[config.mk]
export PLATFORM = sky130hd
export DESIGN_NAME = spi_tx_feeder
export DESIGN_NICKNAME = d
export VERILOG_FILES = /design/src/rtl/spi_tx_feeder.sv
export SDC_FILE = /design/constraint.sdc
export NUM_CORES = 1
export LEC_CHECK = 0
export CAP_MARGIN = 30
export CORE_ASPECT_RATIO = 0.8
export CORE_MARGIN = 4
export CORE_UTILIZATION = 35
export DETAILED_ROUTE_END_ITERATION = 7
export GPL_TIMING_DRIVEN = 0
export SETUP_SLACK_MARGIN = 0.5
export SLEW_MARGIN = 20
export SYNTH_ARGS = -nofsm -noshare
export SYNTH_HDL_FRONTEND = slang
export SYNTH_SLANG_ARGS = --single-unit
[constraint.sdc]
create_clock -name clk -period 6.2 [get_ports clk]
set_input_delay 0.62 -clock clk [delete_from_list [all_inputs] [get_ports clk]]
set_output_delay 0.62 -clock clk [all_outputs]
set_load 0.02 [all_outputs]
[src/rtl/spi_tx_feeder.sv]
// -----------------------------------------------------------------------------
// spi_tx_feeder
//
// Transmit-side feeder for an SPI master running on the same clk. Host words
// are queued in a small FIFO. One word at a time is presented to the master
// as a new_data/din request. The request is held until the master's chip
// select shows that the frame has started, and the frame is then tracked
// until chip select returns high. An idle gap is enforced between frames. If
// the master never starts a frame, the word is dropped and reported.
//
// Ports
//   clk          system clock (also clocks the SPI master)
//   rst          synchronous, active-high reset
//   s_valid      host word valid
//   s_data       host word [DATA_W-1:0]
//   s_ready      FIFO can accept a word (count < DEPTH)
//   cs_in        master chip select, active low, asynchronous to our decisions
//   new_data     start request to the master, held until cs is seen low
//   din          word for the master, stable while new_data=1
//   busy         FSM is in any state other than IDLE
//   level        FIFO occupancy, 0..DEPTH
//   frame_done   one-cycle pulse when a launched frame completes
//   timeout_err  one-cycle pulse when a word is dropped on start timeout
// -----------------------------------------------------------------------------
module spi_tx_feeder #(
  parameter int DATA_W        = 12,
  parameter int DEPTH         = 8,
  parameter int GAP_CYCLES    = 4,
  parameter int START_TIMEOUT = 255
) (
  input  logic                     clk,
  input  logic                     rst,
  input  logic                     s_valid,
  input  logic [DATA_W-1:0]        s_data,
  output logic                     s_ready,
  input  logic                     cs_in,
  output logic                     new_data,
  output logic [DATA_W-1:0]        din,
  output logic                     busy,
  output logic [$clog2(DEPTH):0]   level,
  output logic                     frame_done,
  output logic                     timeout_err
);

  localparam int PTR_W = $clog2(DEPTH);
  localparam int CNT_W = PTR_W + 1;
  // The timer serves both the start timeout and the inter-frame gap.
  localparam int T_MAX = (START_TIMEOUT > GAP_CYCLES) ? START_TIMEOUT : GAP_CYCLES;
  localparam int TMR_W = $clog2(T_MAX + 1);

  localparam logic [TMR_W-1:0] TO_LAST  = TMR_W'(START_TIMEOUT - 1);
  localparam logic [TMR_W-1:0] GAP_LAST = TMR_W'(GAP_CYCLES - 1);
  localparam logic [CNT_W-1:0] CNT_FULL = CNT_W'(DEPTH);

  typedef enum logic [1:0] {
    IDLE   = 2'd0,
    LAUNCH = 2'd1,
    ACTIVE = 2'd2,
    GAP    = 2'd3
  } state_t;

  state_t             state;
  logic [TMR_W-1:0]   timer;

  logic [DATA_W-1:0]  mem [DEPTH];
  logic [PTR_W-1:0]   wr_ptr;
  logic [PTR_W-1:0]   rd_ptr;
  logic [CNT_W-1:0]   count;

  logic               cs_p0;
  logic               cs_s;

  logic               push;
  logic               launch;

  // Wrapping pointer advance; DEPTH is a power of two, so overflow of the
  // PTR_W-bit value is exactly the modulo-DEPTH wrap.
  function automatic logic [PTR_W-1:0] ptr_next(input logic [PTR_W-1:0] p);
    return p + PTR_W'(1);
  endfunction

  // ---- stage p0/p1: cs_in two-flop synchroniser ----
  always_ff @(posedge clk) begin
    if (rst) begin
      cs_p0 <= 1'b1;
      cs_s  <= 1'b1;
    end else begin
      cs_p0 <= cs_in;
      cs_s  <= cs_p0;
    end
  end

  // s_ready is a function of the occupancy alone, so the host can keep
  // filling the FIFO while a frame is in flight.
  assign s_ready = (count < CNT_FULL);
  assign push    = s_valid && s_ready;

  // The only pop is the IDLE->LAUNCH transition. A push lands in the FIFO at
  // the end of its cycle, so the earliest launch is one cycle later.
  assign launch  = (state == IDLE) && (count != '0) && cs_s;

  // ---- FIFO storage (data only, no reset needed) ----
  always_ff @(posedge clk) begin
    if (push) begin
      mem[wr_ptr] <= s_data;
    end
  end

  // ---- FIFO control ----
  always_ff @(posedge clk) begin
    if (rst) begin
      wr_ptr <= '0;
      rd_ptr <= '0;
      count  <= '0;
    end else begin
      if (push) begin
        wr_ptr <= ptr_next(wr_ptr);
      end
      if (launch) begin
        rd_ptr <= ptr_next(rd_ptr);
      end
      case ({push, launch})
        2'b10:   count <= count + CNT_W'(1);
        2'b01:   count <= count - CNT_W'(1);
        default: count <= count;
      endcase
    end
  end

  assign level = count;

  // ---- frame sequencing FSM ----
  always_ff @(posedge clk) begin
    if (rst) begin
      state       <= IDLE;
      timer       <= '0;
      new_data    <= 1'b0;
      din         <= '0;
      busy        <= 1'b0;
      frame_done  <= 1'b0;
      timeout_err <= 1'b0;
    end else begin
      frame_done  <= 1'b0;
      timeout_err <= 1'b0;
      case (state)
        IDLE: begin
          if (launch) begin
            din      <= mem[rd_ptr];
            new_data <= 1'b1;
            busy     <= 1'b1;
            timer    <= '0;
            state    <= LAUNCH;
          end
        end

        LAUNCH: begin
          timer <= timer + TMR_W'(1);
          // A frame start seen on the final timeout cycle still counts as a
          // start, hence cs_s is tested first.
          if (!cs_s) begin
            new_data <= 1'b0;
            state    <= ACTIVE;
          end else if (timer == TO_LAST) begin
            // The word has already been popped; it is simply discarded.
            new_data    <= 1'b0;
            timeout_err <= 1'b1;
            timer       <= '0;
            state       <= GAP;
          end
        end

        ACTIVE: begin
          // No timeout here: the master owns the frame length.
          if (cs_s) begin
            frame_done <= 1'b1;
            timer      <= '0;
            state      <= GAP;
          end
        end

        GAP: begin
          timer <= timer + TMR_W'(1);
          if (timer == GAP_LAST) begin
            busy  <= 1'b0;
            state <= IDLE;
          end
        end

        default: begin
          new_data <= 1'b0;
          busy     <= 1'b0;
          state    <= IDLE;
        end
      endcase
    end
  end

endmodule

==> results of run 1 <==
where the power goes:
part | internal, uW | switching (uW)
combinational | 464 | 587
clock | 595 | 391
sequential | 1090 | 78.0
total | 2150 | 1060
metrics by stage:
step	instance area, um^2	total power [uW]	setup WS (ns)
after floorplan	5500	1890	3.33
after global placement	6120	2210	2.36
after detailed placement	6180	2240	3.07
after CTS	6760	3230	3.21
after global routing	6760	3390	3.08
final	6760	3210	3.23
state kept, by name, summed over array words and instances (netlist names):
name,count
busy,1
cs_p0,1
cs_s,1
din,12
frame_done,1
level,4
mem,96
new_data,1
rd_ptr,3
state,2
timeout_err,1
timer,8
wr_ptr,3
per-layer routing:
| metal | track usage [%] | vias to the layer above | part of all wire [%] |
|---|---|---|---|
| met2 | 20.0 | 106 | 43 |
| met1 | 19.9 | 1609 | 50 |
| li1 | - | 1492 | - |
| met4 | 5.08 | 0 | 1.4 |
| met5 | 0 | - | 0 |
| met3 | 3.32 | 11 | 5.1 |
layout make-up:
cell class,count,share of cell area (%)
flip-flops and latches,134,53.9
plain buffers,19,1.57
repair buffers,40,5.88
clock buffers,18,6.35
well taps,210,3.89
clock inverters,14,2.22
inverters,9,0.500
multi-input cells,196,25.7
logic make-up after synthesis:
group	Yosys count	synth area share (%)
flip-flops	134	66.3
adder cells (fa/ha/maj)	13	3.10
AND/OR/NAND/NOR	94	8.17
XOR/XNOR	6	0.956
buffers and inverters	28	2.55
AO/OA/AOI/OAI	42	5.99
multiplexers	41	13.0
synth_stat cells, types with 2 or more instances:
library cell	n
nor3_1	6
inv_1	9
mux4_2	24
or2_2	3
ha_1	12
a31oi_1	6
xnor2_1	2
xor2_1	4
dfxtp_1	38
nor4_1	2
buf_2	7
a211oi_2	9
edfxtp_1	96
a211oi_1	3
nand2_1	18
nand3b_1	2
buf_1	2
a21oi_1	10
nand3_1	12
a21o_1	2
nor2_1	37
o21ai_0	3
buf_4	2
mux2i_1	16
nand2b_1	6
clkbuf_1	6
worst max-delay path: stages (launching register included):
cell     delay [ns]
dfxtp_1        0.36
or4_4          0.55
and3_4         0.20
buf_6          0.15
buf_8          0.16
ha_1           0.23
ha_1           0.29
a21o_1         0.18
a21oi_1        0.17
mux2i_1        0.22
mux2_2         0.34
final timing paths:
check | start | endpoint | slack (ns)
max | level[0]$_SDFFE_PP0P_ | level[3]$_SDFFE_PP0P_ | 3.23
max reg2reg | level[0]$_SDFFE_PP0P_ | level[3]$_SDFFE_PP0P_ | 3.23
min reg2reg | cs_p0$_SDFF_PP1_ | cs_s$_SDFF_PP1_ | 0.43
min | cs_p0$_SDFF_PP1_ | cs_s$_SDFF_PP1_ | 0.43
==> reports/metrics.cfg, run 1 <==
[status]
status = finished clean

[clock_network]
htreeDepth = 4
clk_pin_slew_ns = 0.06
cts_hold_buffers = 0
clock-sinks = 134
ctsLongestPathBuffers = 2
clock_latency_ns = 0.42
numCtsBuffers = 17
cts_setup_buffers = 0
root_buffer = clkbuf_16
cts_tree = done
postCtsResizedCells = 0

[sta]
hold_violations = 0
min_period_ns = 2.97
slew_viol_final = 0
holdWs_ns = 0.429
slew_headroom_pct = 38.1
max_freq_mhz = 336
skew_ns = 0.0116
fin_crit_sh_pct = 48.0
rsz0062_at_grt = no
worst_pin_slew_ns = 0.929
setup_viol = 0
setup_tns_ns = 0

[drt]
drt-initial-drc-count = 211
postRouteAntennaNets = 0
vias_per_cell = 5.03
post-route-drc-count = 0
routed_wl_um = 11400
wl_per_cell_um = 17.8
num_vias = 3218
dr.pass1.iters = 4

[die]
die_h_um = 120
rows = 40
initial_utilization_pct = 36.1
die_x_um = 148
core_um2 = 15200
die-area_um2 = 17800
ioPinCount = 37

[synth]
synthCells = 358
yosysTopAreaCell = edfxtp_1
ys.flop_type = edfxtp_1
syn_area_um2 = 5500
yosysUniqueCellTypes = 47
yosysSeqAreaShare_pct = 66.3
syn-mean-instance-area_um2 = 15.4
ys_warn_count = 0
async_reset_ff_share_pct = 0
synth_area_leaders = edfxtp_1 52%, dfxtp_1 14%, mux4_2 9.8%
synth_top_area_share_pct = 52.4
syn_nets = 387
synth_edf_count = 96
ys_ff_latch = 134

[min_path]
hold_depth = 1
hp-class = reg2reg

[finish]
syn_to_final_growth_pct = 23.0
final_nets = 446
final_cell_mix = 96 x edfxtp_1, 38 x dfxtp_1, 36 x clkdlybuf4s50_1
final_util_pct = 44.4
fill_cells = 1400
final_common_cell = edfxtp_1
fin_cells = 640
seq_area_um2 = 3640
multi_input_area_um2 = 1740
drive_above_1_share_pct = 21.6
n_antenna_cell = 0

[setup_path]
critical_path_class = reg2reg
required_ns = 6.50
end_kind = flip-flop
critPathLaunchType = flip-flop
worst_ep_arrival_time_ns = 3.27
crit_path_max_fanout = 10
rr_worst_depth = 10

[global_routing]
gr-total-overflow = 0
grt_max_degree = 17
grt_pass1_vias = 3346
grt_usage_pct = 13.7
grt_pass1_wl_um = 18500
antenna_found_initial = 0

[pwr]
vdd_ir_drop_max_mv = 0.218
powerDensity_nw_per_um2 = 474
p_leak_uw = 0.00222

[placement]
io_buffers = 36
place_inst = 608
routabilityCongestion = 0.733
dp_hpwl_um = 7200

[flow_run]
cap_violations = 0

Power figures use the tool's default switching activity.
==> inputs of run 2 (changes only) <==
- clock period: 6.2 -> 2.7 ns (I/O delays scaled with it)
==> reports/metrics.cfg, run 2 (same netlist as run 1, synthesis figures left out) <==
[setup_path]
cp_cell_sequence = or4_4 > and3_4 > buf_12 > buf_12 > ha_4 > ha_4 > a21o_1 > a21oi_2 > mux2i_1 > mux2_2
required_ns = 3.00
crit_path_max_fanout = 2
slowest_stage = or4_4
worst_ep_arrival_time_ns = 2.96
cpPeakStageDelay_ns = 0.54
end_kind = flip-flop
critPathLaunchType = flip-flop
critical_path_class = reg2reg

[finish]
fill_cells = 1369
n_antenna_cell = 0
seq_area_um2 = 3650
final_cell_mix = 96 x edfxtp_1, 36 x clkdlybuf4s50_1, 35 x dfxtp_1
final_util_pct = 45.4
reg.largest.list = mem (96), din (12), timer (8)
largest_register = mem
syn_to_final_growth_pct = 25.5
largest_reg_flops = 96
final_common_cell = edfxtp_1
multi_input_area_um2 = 1830
final_nets = 454
final_area_um2 = 6900
drive_above_1_share_pct = 25.8

[pwr]
pwr-share-comb_pct = 37.1
p_sw_share_pct = 33.4
vdd_ir_drop_max_mv = 0.513
power.switching_uw = 2490
power_frac_seq_pct = 35.9
internal_power_uw = 4980
p_leak_uw = 0.00224
pwr-share-clk_pct = 27.0
powerDensity_nw_per_um2 = 1080

[sta]
max_freq_mhz = 375
rsz0062_at_grt = yes
slew_headroom_pct = 35.5
hold_violations = 0
worst_pin_slew_ns = 0.968
fin_crit_sh_pct = 98.8
setup_tns_ns = 0
slew_viol_final = 0
setup_viol = 0
fin_ws_ns = 0.0330
min_period_ns = 2.67
skew_ns = 0.00630

[die]
die_x_um = 148
die_h_um = 120
core_um2 = 15200
ioPinCount = 37
initial_utilization_pct = 36.1
die-area_um2 = 17800
rows = 40

[drt]
dr.pass1.iters = 4
drt-initial-drc-count = 202
postRouteAntennaNets = 0
vias_per_cell = 4.95
num_vias = 3207
post-route-drc-count = 0
wl_per_cell_um = 18.0
routed_wl_um = 11700

[placement]
io_buffers = 36
postPlaceCellArea_um2 = 6210
dp_hpwl_um = 7200
dpl_worst_slack_ns = -0.136
routabilityCongestion = 0.723

[status]
status = finished clean

[clock_network]
numCtsBuffers = 17
root_buffer = clkbuf_16
clk_pin_slew_ns = 0.06
clock_latency_ns = 0.41
clock-sinks = 134
ctsLongestPathBuffers = 2
htreeDepth = 4
cts_tree = done

[min_path]
hp-class = reg2reg

[global_routing]
antenna_found_initial = 0
grt_pass1_vias = 3196
grt_max_degree = 17
grt_pass1_wl_um = 18300
gr-total-overflow = 0
grt_usage_pct = 13.9

[flow_run]
cap_violations = 0

## run 2: area by class of cell
cell class | instances | share of cell area [%]
plain buffers | 19 | 1.78
clock buffers | 21 | 6.38
clock inverters | 11 | 1.16
inverters | 9 | 0.526
multi-input cells | 196 | 26.5
flip-flops and latches | 134 | 53.0
well taps | 210 | 3.81
repair buffers | 48 | 6.87
## run 2: path summary, 6_finish.rpt
check	start	endpoint	slack (ns)	depth (start not counted)
min	cs_p0$_SDFF_PP1_	cs_s$_SDFF_PP1_	0.42	1
max reg2reg	level[0]$_SDFFE_PP0P_	level[3]$_SDFFE_PP0P_	0.03	10
min reg2reg	cs_p0$_SDFF_PP1_	cs_s$_SDFF_PP1_	0.42	1
max	level[0]$_SDFFE_PP0P_	level[3]$_SDFFE_PP0P_	0.03	10
## run 2: worst max-delay path: cells and delay by family, from the launching register on
kind | cells | cell delay [ns]
simple gates | 2 | 0.75
fa+ha+maj | 2 | 0.36
buf+inv | 2 | 0.23
mux | 2 | 0.60
flops | 1 | 0.34
compound gates | 2 | 0.29
## run 2: per-layer routing
layer	global-route usage [%]	vias up	part of all wire [%]
li1	-	1509	-
met5	0	-	0
met2	21.0	62	47
met3	4.34	6	4.6
met1	19.4	1630	48
met4	4.15	0	0.75
## run 2: per-stage QoR
stage	cells	power (uW)	hold WS, ns
after floorplan	358	4380	0.369
after global placement	604	5130	0.414
after detailed placement	607	5210	0.398
after CTS	647	7490	0.412
after global routing	648	7910	0.423
final	648	7470	0.416
## run 2: power by group through the flow
stage                     registers (uW)  logic, uW  clock network [uW]
after floorplan                     2850       1530                   0
after detailed placement            2730       2480                   0
final                               2690       2770                2010
after global placement              2730       2410                   0
after global routing                2720       3030                2160
after CTS                           2690       2750                2050
## run 2: timing repair
item                       in CTS  in global routing
gates resized for setup        15                 10
hold buffers                    0                  0
setup endpoints to repair      34                 63
setup buffers                   8                  1
pin swaps                       4                  5
